<file path="src/rtl/shape_processor_ctrl_array_if.sv">
// Bus bundle for the shape processor CTRL array: write/read SFR access, the job-start
// handshake toward the compute engines and the rejected-write counter.
interface shape_processor_ctrl_array_if #(
    parameter int NUM_CH    = 4,
    parameter int CH_W      = $clog2(NUM_CH),
    parameter int ERR_CNT_W = 8
);
    logic                 wr_valid;
    logic                 wr_ready;
    logic [CH_W-1:0]      wr_ch;
    logic [31:0]          wr_data;
    logic                 wr_done;
    logic                 wr_err;
    logic                 rd_en;
    logic [CH_W-1:0]      rd_ch;
    logic                 rd_valid;
    logic [31:0]          rd_data;
    logic                 start_valid;
    logic                 start_ready;
    logic [CH_W-1:0]      start_ch;
    logic [1:0]           start_shape;
    logic [4:0]           start_op;
    logic [ERR_CNT_W-1:0] err_cnt;
    logic                 err_clr;

    modport master (
        output wr_valid, wr_ch, wr_data, rd_en, rd_ch, start_ready, err_clr,
        input  wr_ready, wr_done, wr_err, rd_valid, rd_data,
               start_valid, start_ch, start_shape, start_op, err_cnt
    );

    modport slave (
        input  wr_valid, wr_ch, wr_data, rd_en, rd_ch, start_ready, err_clr,
        output wr_ready, wr_done, wr_err, rd_valid, rd_data,
               start_valid, start_ch, start_shape, start_op, err_cnt
    );
endinterface

</file>
<file path="src/rtl/shape_processor_ctrl_array.sv">
// Array of shape processor CTRL registers: filters bus writes against the shape/operation
// rules and launches one job per accepted write through a round-robin start port.
module shape_processor_ctrl_array #(
    parameter int NUM_CH    = 4,
    parameter int CH_W      = $clog2(NUM_CH),
    parameter int ERR_CNT_W = 8
) (
    input logic clk,
    input logic rst_n,
    shape_processor_ctrl_array_if.slave bus
);
    localparam logic [1:0] SHAPE_KEEP = 2'b00;
    localparam logic [1:0] SHAPE_RECT = 2'b01;
    localparam logic [1:0] SHAPE_TRI  = 2'b10;
    localparam logic [1:0] SHAPE_BAD  = 2'b11;
    localparam logic [4:0] OP_PERIM   = 5'b00000;
    localparam logic [4:0] OP_AREA    = 5'b00001;
    localparam logic [4:0] OP_SQUARE  = 5'b01000;
    localparam logic [4:0] OP_EQUI    = 5'b10000;
    localparam logic [4:0] OP_ISO     = 5'b10001;
    localparam logic [4:0] OP_KEEP    = 5'b11111;

    logic [1:0]        shape_q [NUM_CH];
    logic [4:0]        op_q    [NUM_CH];
    logic [NUM_CH-1:0] pending;
    logic [CH_W-1:0]   rr;

    logic [1:0]        raw_shape, new_shape;
    logic [4:0]        raw_op, new_op;
    logic              raw_bad, pair_bad;
    logic              wr_fire, wr_reject, wr_accept;
    logic              found, load;
    logic [CH_W-1:0]   grant, idx;
    logic [NUM_CH-1:0] set_mask, clr_mask;
    logic              unused_reserved;

    assign bus.wr_ready    = !pending[bus.wr_ch];
    assign unused_reserved = ^{bus.wr_data[31:18], bus.wr_data[15:5]};

    // KEEP codes resolve to the channel's current value before the combination rules apply.
    always_comb begin
        raw_shape = bus.wr_data[17:16];
        raw_op    = bus.wr_data[4:0];
        new_shape = (raw_shape == SHAPE_KEEP) ? shape_q[bus.wr_ch] : raw_shape;
        new_op    = (raw_op == OP_KEEP) ? op_q[bus.wr_ch] : raw_op;
        raw_bad   = (raw_shape == SHAPE_BAD) ||
                    !(raw_op inside {OP_PERIM, OP_AREA, OP_SQUARE, OP_EQUI, OP_ISO, OP_KEEP});
        case (new_op)
            OP_SQUARE:       pair_bad = (new_shape != SHAPE_RECT);
            OP_EQUI, OP_ISO: pair_bad = (new_shape != SHAPE_TRI);
            default:         pair_bad = 1'b0;
        endcase
        wr_fire   = bus.wr_valid && !pending[bus.wr_ch];
        wr_reject = raw_bad || pair_bad;
        wr_accept = wr_fire && !wr_reject;
    end

    always_comb begin
        grant = rr;
        found = 1'b0;
        idx   = '0;
        for (int i = 1; i <= NUM_CH; i++) begin
            idx = CH_W'((int'(rr) + i) % NUM_CH);
            if (!found && pending[idx]) begin
                grant = idx;
                found = 1'b1;
            end
        end
        load     = (!bus.start_valid || bus.start_ready) && found;
        set_mask = '0;
        clr_mask = '0;
        if (wr_accept) set_mask[bus.wr_ch] = 1'b1;
        if (load)      clr_mask[grant]     = 1'b1;
    end

    always_ff @(posedge clk or negedge rst_n) begin
        if (!rst_n) begin
            for (int c = 0; c < NUM_CH; c++) begin
                shape_q[c] <= SHAPE_RECT;
                op_q[c]    <= OP_PERIM;
            end
            pending <= '0;
        end else begin
            if (wr_accept) begin
                shape_q[bus.wr_ch] <= new_shape;
                op_q[bus.wr_ch]    <= new_op;
            end
            pending <= (pending & ~clr_mask) | set_mask;
        end
    end

    // The snapshot is taken at load, so a later rewrite of the channel cannot disturb a held job.
    always_ff @(posedge clk or negedge rst_n) begin
        if (!rst_n) begin
            bus.start_valid <= 1'b0;
            bus.start_ch    <= '0;
            bus.start_shape <= '0;
            bus.start_op    <= '0;
            rr              <= CH_W'(NUM_CH - 1);
        end else if (load) begin
            bus.start_valid <= 1'b1;
            bus.start_ch    <= grant;
            bus.start_shape <= shape_q[grant];
            bus.start_op    <= op_q[grant];
            rr              <= grant;
        end else if (bus.start_ready) begin
            bus.start_valid <= 1'b0;
        end
    end

    always_ff @(posedge clk or negedge rst_n) begin
        if (!rst_n) begin
            bus.wr_done  <= 1'b0;
            bus.wr_err   <= 1'b0;
            bus.rd_valid <= 1'b0;
            bus.rd_data  <= '0;
            bus.err_cnt  <= '0;
        end else begin
            bus.wr_done  <= wr_fire;
            bus.wr_err   <= wr_fire && wr_reject;
            bus.rd_valid <= bus.rd_en;
            bus.rd_data  <= bus.rd_en ? {14'b0, shape_q[bus.rd_ch], 11'b0, op_q[bus.rd_ch]} : '0;
            if (bus.err_clr)
                bus.err_cnt <= '0;
            else if (wr_fire && wr_reject && !(&bus.err_cnt))
                bus.err_cnt <= bus.err_cnt + ERR_CNT_W'(1);
        end
    end
endmodule

</file>
<file path="src/flat_wrapper.sv">
// flat-port wrapper written by rule: the top's interface ports become plain ports
module shape_processor_ctrl_array_flat 
#(
    parameter int NUM_CH    = 4,
    parameter int CH_W      = $clog2(NUM_CH),
    parameter int ERR_CNT_W = 8
)
  (clk, rst_n, bus_wr_valid, bus_wr_ch, bus_wr_data, bus_rd_en, bus_rd_ch, bus_start_ready, bus_err_clr, bus_wr_ready, bus_wr_done, bus_wr_err, bus_rd_valid, bus_rd_data, bus_start_valid, bus_start_ch, bus_start_shape, bus_start_op, bus_err_cnt);
  shape_processor_ctrl_array_if #(.NUM_CH(NUM_CH), .CH_W(CH_W), .ERR_CNT_W(ERR_CNT_W)) bus_i ();
  input logic clk;
  input logic rst_n;
  input wire logic [$bits(bus_i.wr_valid)-1:0] bus_wr_valid;
  input wire logic [$bits(bus_i.wr_ch)-1:0] bus_wr_ch;
  input wire logic [$bits(bus_i.wr_data)-1:0] bus_wr_data;
  input wire logic [$bits(bus_i.rd_en)-1:0] bus_rd_en;
  input wire logic [$bits(bus_i.rd_ch)-1:0] bus_rd_ch;
  input wire logic [$bits(bus_i.start_ready)-1:0] bus_start_ready;
  input wire logic [$bits(bus_i.err_clr)-1:0] bus_err_clr;
  output wire logic [$bits(bus_i.wr_ready)-1:0] bus_wr_ready;
  output wire logic [$bits(bus_i.wr_done)-1:0] bus_wr_done;
  output wire logic [$bits(bus_i.wr_err)-1:0] bus_wr_err;
  output wire logic [$bits(bus_i.rd_valid)-1:0] bus_rd_valid;
  output wire logic [$bits(bus_i.rd_data)-1:0] bus_rd_data;
  output wire logic [$bits(bus_i.start_valid)-1:0] bus_start_valid;
  output wire logic [$bits(bus_i.start_ch)-1:0] bus_start_ch;
  output wire logic [$bits(bus_i.start_shape)-1:0] bus_start_shape;
  output wire logic [$bits(bus_i.start_op)-1:0] bus_start_op;
  output wire logic [$bits(bus_i.err_cnt)-1:0] bus_err_cnt;
  assign bus_i.wr_valid = bus_wr_valid;
  assign bus_i.wr_ch = bus_wr_ch;
  assign bus_i.wr_data = bus_wr_data;
  assign bus_i.rd_en = bus_rd_en;
  assign bus_i.rd_ch = bus_rd_ch;
  assign bus_i.start_ready = bus_start_ready;
  assign bus_i.err_clr = bus_err_clr;
  assign bus_wr_ready = bus_i.wr_ready;
  assign bus_wr_done = bus_i.wr_done;
  assign bus_wr_err = bus_i.wr_err;
  assign bus_rd_valid = bus_i.rd_valid;
  assign bus_rd_data = bus_i.rd_data;
  assign bus_start_valid = bus_i.start_valid;
  assign bus_start_ch = bus_i.start_ch;
  assign bus_start_shape = bus_i.start_shape;
  assign bus_start_op = bus_i.start_op;
  assign bus_err_cnt = bus_i.err_cnt;
  shape_processor_ctrl_array #(.NUM_CH(NUM_CH), .CH_W(CH_W), .ERR_CNT_W(ERR_CNT_W)) u_core (.clk(clk), .rst_n(rst_n), .bus(bus_i));
endmodule
</file>
<file path="config.mk">
export PLATFORM = sky130hd
export DESIGN_NAME = shape_processor_ctrl_array_flat
export DESIGN_NICKNAME = d
export VERILOG_FILES = /design/src/rtl/shape_processor_ctrl_array_if.sv /design/src/rtl/shape_processor_ctrl_array.sv /design/src/flat_wrapper.sv
export SDC_FILE = /design/constraint.sdc
export NUM_CORES = 1
export LEC_CHECK = 0
export CAP_MARGIN = 20
export CORE_AREA = 2 2 105 107
export DETAILED_ROUTE_END_ITERATION = 8
export DIE_AREA = 0 0 107 109
export GPL_TIMING_DRIVEN = 0
export PLACE_DENSITY = 0.61
export SLEW_MARGIN = 20
export SYNTH_ARGS = -nofsm -noshare
export SYNTH_HDL_FRONTEND = slang
export SYNTH_SLANG_ARGS = --single-unit
</file>
<file path="constraint.sdc">
create_clock -name clk -period 7.2 [get_ports clk]
set_input_delay 0.72 -clock clk [delete_from_list [all_inputs] [get_ports clk]]
set_output_delay 0.72 -clock clk [all_outputs]
set_load 0.03 [all_outputs]
</file>
# Word level (Yosys, flattened, before mapping)
# Index checks and enable logic that the tools add are counted.
[classes] n_addsub=5 order_cmp=12 eq_ne=11 n_mux=56 bitwise_logic=6 reduce_logical=29
[op_table] cell="$mux W5" n=8
[op_table] cell="$bmux W5 S2" n=3
[op_table] cell="$eq A5 B5 Y1 const B" n=5
[op_table] cell="$mux W2" n=12
[op_table] cell="$bwmux W20" n=1
[op_table] cell="$lt A2 B3 Y1 const B" n=6
[op_table] cell="$mux W18" n=1
[op_table] cell="$mux W8" n=2
[op_table] cell="$mux W1" n=13
[op_table] cell="$bmux W2 S2" n=3
[op_table] cell="$logic_and A1 B1 Y1" n=11
[op_table] cell="$bmux W1 S2" n=5
[op_table] cell="$demux W5 S2" n=1
[op_table] cell="$eq A5 B4 Y1 const B" n=2
[op_table] cell="$ge A3 B3 Y1 const B" n=3
[op_table] cell="$not A2 Y3" n=3
[op_table] cell="$add A8 B1 Y8 const B" n=1
[op_table] cell="$bwmux W8" n=1
[op_table] cell="$logic_not A1 Y1" n=8
[op_table] cell="$mux W4" n=2
[op_table] cell="$reduce_and A8 Y1" n=1
[op_table] cell="$reduce_bool A6 Y1" n=1
[op_table] cell="$eq A5 B1 Y1 const B" n=1
[op_table] cell="$logic_not A5 Y1" n=1
[op_table] cell="17 further kinds" n=24
[word_totals] reg_bits=87 input_bits=42 output_inout_bits=54

# Depth between registers and ports, before layout
[depth] word_depth=21 ltp_mapped=8 mapped_depth_nobuf=6

# Worst setup path after synthesis
# OpenSTA, ideal clock, no wires.
[synth_path] path_type="input-to-reg" from="input port bus_wr_ch[0]" to="register u_core.op_q[5] in the netlist's numbering" setup_ns=0.125 arrival_ns=2.641 required_time_ns=7.075 slack_ns=4.434 stages=7 n_path_buf=1 path_cell_list="buf_6 > mux4_2 > nand2b_4 > a21o_1 > and3_4 > nor3_4 > mux2_4"
[synth_between] elab_chain_cells=11 word_cells_on_any_way=29 classes_between="2 x order compare; 5 x eq/ne; 14 x mux; 1 x bitwise; 7 x reduce/logical"
[synth_rtl] item="from (decl)" line="flat_wrapper.sv:13" text="input wire logic [$bits(bus_i.wr_ch)-1:0] bus_wr_ch;"
[synth_rtl] item="$not A2 Y3 (not written as such)" line="shape_processor_ctrl_array.sv:44, shape_processor_ctrl_array.sv:45, shape_processor_ctrl_array.sv:86"
[synth_rtl] item="$bmux W5 S2" line="shape_processor_ctrl_array.sv:45" text="new_op = (raw_op == OP_KEEP) ? op_q[bus.wr_ch] : raw_op;"
[synth_rtl] item="$mux W5 (not written as such) (2 in a row)" line="shape_processor_ctrl_array.sv:45"
[synth_rtl] item="$mux W5" line="shape_processor_ctrl_array.sv:45"
[synth_rtl] item="$eq A5 B5 Y1" line="shape_processor_ctrl_array.sv:48" text="case (new_op)"
[synth_rtl] item="$reduce_or A2 Y1" line="shape_processor_ctrl_array.sv:48"
[synth_rtl] item="$pmux W1 S2" line="shape_processor_ctrl_array.sv:48"
[synth_rtl] item="$logic_or A1 B1 Y1" line="shape_processor_ctrl_array.sv:54" text="wr_reject = raw_bad || pair_bad;"
[synth_rtl] item="$logic_not A1 Y1" line="shape_processor_ctrl_array.sv:55" text="wr_accept = wr_fire && !wr_reject;"
[synth_rtl] item="$logic_and A1 B1 Y1" line="shape_processor_ctrl_array.sv:55"
[synth_rtl] item="to (signal, indexed assignment)" line="shape_processor_ctrl_array.sv:86" text="op_q[bus.wr_ch] <= new_op;"
[synth_rtl] item="to (decl)" line="shape_processor_ctrl_array.sv:24" text="logic [4:0] op_q [NUM_CH];"
# Several ways; a longest one is shown, not always the timed one. The select of a mux whose other input is x is not followed.
# A chain may end at the register's enable or synchronous reset.

# Final worst setup path
[layout_path] from="input port bus_wr_ch[0]" to="output port bus_wr_ready"
[layout_between] elab_chain_cells=3
[layout_rtl] item="$bmux W1 S2" line="shape_processor_ctrl_array.sv:37" text="assign bus.wr_ready = !pending[bus.wr_ch];"
[layout_rtl] item="$mux W1 (not written as such)" line="shape_processor_ctrl_array.sv:37"
[layout_rtl] item="$logic_not A1 Y1" line="shape_processor_ctrl_array.sv:37"
[layout_rtl] item="to (decl)" line="flat_wrapper.sv:19" text="output wire logic [$bits(bus_i.wr_ready)-1:0] bus_wr_ready;"
# Every way passes these cells. The select of a mux whose other input is x is not followed.

==> report_table.html <==
<table>
<tr><th>Metric</th><th>Value</th></tr>
<tr><th colspan="2">Worst setup path</th></tr>
<tr><td>Critical path capture point type</td><td>primary output</td></tr>
<tr><td>Reg-to-reg slack, setup</td><td>4290 ps</td></tr>
<tr><td>Reg-to-reg endpoint</td><td>u_core.bus.start_op[4]</td></tr>
<tr><td>Top fanout value on the critical path</td><td>10</td></tr>
<tr><td>Critical path startpoint category</td><td>primary input</td></tr>
<tr><td>Worst reg2reg path startpoint</td><td>u_core.rr[1]</td></tr>
<tr><td>Type of the setup path with the least slack</td><td>primary input to primary output</td></tr>
<tr><td>Arrival time of the worst setup path</td><td>2820 ps</td></tr>
<tr><td>CP Data Required Time</td><td>roughly 6500 ps</td></tr>
<tr><td>Number of cell instances on the worst register-to-register path</td><td>8</td></tr>
<tr><th colspan="2">Floorplan</th></tr>
<tr><td>Core region area</td><td>~11000 um2</td></tr>
<tr><td>Area enclosed by the die boundary</td><td>11700 um2</td></tr>
<tr><td>Height of the die</td><td>roughly 110 um</td></tr>
<tr><td>Number of primary I/O pins</td><td>96</td></tr>
<tr><td>Effective utilization at floorplan</td><td>34.1%</td></tr>
<tr><td>Width of the die</td><td>107 um</td></tr>
<tr><td>Number of cell rows</td><td>38</td></tr>
<tr><th colspan="2">Timing</th></tr>
<tr><td>Share of the clock period used by the worst path</td><td>roughly half</td></tr>
<tr><td>Transition time of the tightest slew-check pin</td><td>around 1000 ps</td></tr>
<tr><td>Setup TNS</td><td>0 ps</td></tr>
<tr><td>Final-report max-slew violation count</td><td>0</td></tr>
<tr><td>Setup-failing EPs final</td><td>0</td></tr>
<tr><td>Maximum clock rate</td><td>282 MHz</td></tr>
<tr><td>RSZ-0062 raised after global routing</td><td>no</td></tr>
<tr><td>Number of failing hold endpoints at the final stage</td><td>0</td></tr>
<tr><td>Relative slew slack</td><td>33.5%</td></tr>
<tr><td>Final worst path period need</td><td>~3500 ps</td></tr>
<tr><td>Maximum clock skew at final layout</td><td>about 10 ps</td></tr>
<tr><th colspan="2">Clock tree</th></tr>
<tr><td>Root buffer cell</td><td>clkbuf_8</td></tr>
<tr><td>Sinks on Clock Net</td><td>between 60 and 70</td></tr>
<tr><td>Inserted Clock Buffers</td><td>9</td></tr>
<tr><td>Hold-fix buffer count after cts</td><td>0</td></tr>
<tr><td>Worst-path clk slew</td><td>70 ps</td></tr>
<tr><td>Number of H-tree levels</td><td>3</td></tr>
<tr><td>Quantity of gates resized following cts</td><td>0</td></tr>
<tr><td>Clock latency at the later pin of the worst-skew pair</td><td>about 360 ps</td></tr>
<tr><td>Post-CTS setup repair buffer count</td><td>0</td></tr>
<tr><td>Number of buffers between clock root and the deepest sink</td><td>2</td></tr>
<tr><td>Clock tree from TritonCTS</td><td>built</td></tr>
<tr><th colspan="2">Final layout</th></tr>
<tr><td>Most common cell after layout, fill and taps aside</td><td>dfrtp_1</td></tr>
<tr><td>Post-layout utilization of the core</td><td>approximately 43%</td></tr>
<tr><td>Most frequent cells in the layout</td><td>dfrtp_1 (56), clkdlybuf4s50_1 (42), mux2_2 (34), buf_4 (26), conb_1 (25)</td></tr>
<tr><td>Ratio of cells with drive above 1 in the final layout</td><td>between 30% and 40%</td></tr>
<tr><td># diodes</td><td>0</td></tr>
<tr><td>Area delta synth-&gt;final</td><td>25.8%</td></tr>
<tr><td>Nets</td><td>between 400 and 500</td></tr>
<tr><th colspan="2">Pwr</th></tr>
<tr><td>Sw power</td><td>0.589 mW</td></tr>
<tr><td>Power share of the clock group</td><td>21.6%</td></tr>
<tr><td>Worst IR drop on VDD</td><td>about 0.00012 V</td></tr>
<tr><td>Power Internal</td><td>approximately 1 mW</td></tr>
<tr><td>Switching fraction of total power</td><td>37.1%</td></tr>
<tr><td>Seq pwr share</td><td>34.7%</td></tr>
<tr><td>Total power per unit cell area</td><td>348 nW/um2</td></tr>
<tr><td>Static Leakage</td><td>slightly above 2 nW</td></tr>
<tr><td>Part of the power in combinational logic</td><td>a little over two fifths</td></tr>
<tr><th colspan="2">Flow run</th></tr>
<tr><td>Max-capacitance violation count</td><td>0</td></tr>
<tr><th colspan="2">Drt</th></tr>
<tr><td>Top routing layer in use</td><td>met4</td></tr>
<tr><td>Total wire length</td><td>8170 um</td></tr>
<tr><td>Wire length the detailed router placed on met1</td><td>approximately 3600 um</td></tr>
<tr><td>Post-detailed-route wirelength per cell</td><td>between 15 and 20 um</td></tr>
<tr><td>ANT nets after route</td><td>0</td></tr>
<tr><td>Residual DRC count</td><td>0</td></tr>
<tr><td>Routed via count</td><td>about 2600</td></tr>
<tr><td>Number of iterations in the first detailed-routing pass</td><td>4</td></tr>
<tr><td>Detailed-routed wire length on met2</td><td>approximately 4200 um</td></tr>
<tr><td>Number of vias per cell</td><td>just under 5</td></tr>
<tr><td>Drt first-iter violations</td><td>between 100 and 150</td></tr>
<tr><td>Routed length on met3</td><td>333 um</td></tr>
<tr><th colspan="2">Hold path</th></tr>
<tr><td>Classification of the worst-slack hold path</td><td>primary input to asynchronous set/reset pin</td></tr>
<tr><th colspan="2">Placed design</th></tr>
<tr><td>Count of buffers from port buffering</td><td>43</td></tr>
<tr><td>HPWL reported at the end of detailed placement</td><td>between 5000 and 6000 um</td></tr>
<tr><td>Final RePlAce weighted congestion</td><td>0.795</td></tr>
<tr><th colspan="2">Synth</th></tr>
<tr><td>Leading register cell type out of synthesis</td><td>dfrtp_1</td></tr>
<tr><td>Synth async-reset ratio</td><td>100%</td></tr>
<tr><td>Count of synthesis-stage warnings from yosys</td><td>0</td></tr>
<tr><td>Netlist area before placement</td><td>approximately 3600 um2</td></tr>
<tr><td>Number of synthesized flops with an enable pin</td><td>0</td></tr>
<tr><td>Count of state elements after synthesis</td><td>62</td></tr>
<tr><td>Count of distinct cell types in the synthesized netlist</td><td>52</td></tr>
<tr><td>Share of the yosys chip area belonging to registers</td><td>between 40% and 50%</td></tr>
<tr><td>Cell count after synthesis</td><td>around 300</td></tr>
<tr><td>Synthesized area per cell</td><td>12.1 um2</td></tr>
<tr><th colspan="2">GRT</th></tr>
<tr><td>Number of antenna violations at the first check in global routing</td><td>0</td></tr>
<tr><td>Global-route wire length before repair</td><td>13100 um</td></tr>
<tr><td>Via count of the first global-routing pass</td><td>about 2600</td></tr>
<tr><td>Pin count of the biggest net entering global routing</td><td>39</td></tr>
<tr><td>Aggregate global-route resource usage</td><td>around 15%</td></tr>
<tr><td>Overflow left after global routing</td><td>0</td></tr>
<tr><th colspan="2">Status</th></tr>
<tr><td>Status</td><td>finished, final reports clean</td></tr>
</table>
==> logic make-up (layout without fill, tap and decap cells) <==
kind of cell	after synthesis	in the layout	synth area share, %
muxes	77	77	28.7
buffers and inverters	44	104	7.44
DFF	62	62	43.1
adders and majority gates	1	1	0.346
and+or+nand+nor	70	70	11.9
AOI/OAI and AO/OA	43	43	8.41
other	1	25	0.104
==> Yosys cell counts (2+ instances only) <==
library cell,n,area share (%)
a21oi_1,10,1.4
and2_1,10,1.7
nand2_1,10,1.0
dfrtp_1,56,39
mux2i_1,21,5.8
dfstp_2,6,4.4
a21o_2,2,0.48
mux2_4,7,2.9
o21a_1,6,1.2
buf_2,2,0.28
buf_4,25,5.2
nor2b_1,9,1.6
o21ai_0,6,0.83
o31a_1,4,0.97
mux2_2,34,11
buf_1,3,0.31
nor3_4,2,0.90
mux4_2,14,8.7
o211ai_1,3,0.62
nand4_1,4,0.69
nor2_1,12,1.2
inv_1,9,0.93
nand3_1,7,0.97
nand4_2,2,0.69
clkbuf_1,4,0.41
nand2b_1,4,0.69
==> sequential cells by signal, summed over array words and instances, names as in the netlist <==
name and cells:
u_core.bus.start_op 5, u_core.pending 4, u_core.bus.rd_valid 1, u_core.bus.wr_err 1, u_core.op_q 20, u_core.shape_q 8, u_core.bus.rd_data 7, u_core.rr 2
u_core.bus.err_cnt 8, u_core.bus.start_shape 2, u_core.bus.wr_done 1, u_core.bus.start_ch 2, u_core.bus.start_valid 1
==> layout make-up <==
cell class / instances / area (um2)
plain buffers: 35 / 235
clock buffers: 9 / 124
clock inverters: 7 / 97.6
fillers: 1008 / 6050
inverters: 9 / 33.8
multi-input cells: 216 / 1880
flip-flops and latches: 62 / 1560
well taps: 140 / 175
repair buffers: 44 / 448
==> layer usage <==
metal,global-route usage (%),vias to the layer above
met3,3.71,8
met5,0,-
li1,-,1206
met1,18.0,1297
met4,5.94,0
met2,25.6,69
==> how the worst max path moves through the flow <==
stage / from / to / slack [ps]
2_1_floorplan: bus_wr_ch[0] / u_core.op_q[5] / 4430
3_3_place_gp: rst_n / u_core.bus.rd_data[16] / 3350
3_5_place_dp: bus_wr_ch[0] / u_core.bus.err_cnt[4] / 3410
4_1_cts: bus_wr_ch[0] / bus_wr_ready / 3630
5_1_grt: bus_wr_ch[0] / u_core.bus.err_cnt[5] / 3560
6_report: bus_wr_ch[0] / bus_wr_ready / 3660
==> critical path, stage by stage <==
cell and delay, ps:
clkdlybuf4s50_1 570, buf_6 200, mux4_2 590, inv_1 80, clkdlybuf4s50_1 660
==> power groups by stage <==
stage                     clock network [mW]  logic (mW)  registers (mW)
after floorplan                            0       0.441           0.600
after global placement                     0       0.687           0.549
after detailed placement                   0       0.696           0.555
after CTS                              0.353       0.701           0.548
after global routing                   0.368       0.747           0.565
final                                  0.342       0.693           0.551
==> metrics by stage <==
stage	setup slack (ps)	total power [mW]	cell area [um2]	cells	hold slack (ps)
3_3_place_gp	3350	1.24	4310	505	475
5_1_grt	3560	1.68	4550	522	278
2_1_floorplan	4430	1.04	3710	322	424
6_report	3660	1.59	4550	522	267
4_1_cts	3630	1.60	4550	522	264
3_5_place_dp	3410	1.25	4330	506	480
Power figures use the tool's default switching activity.
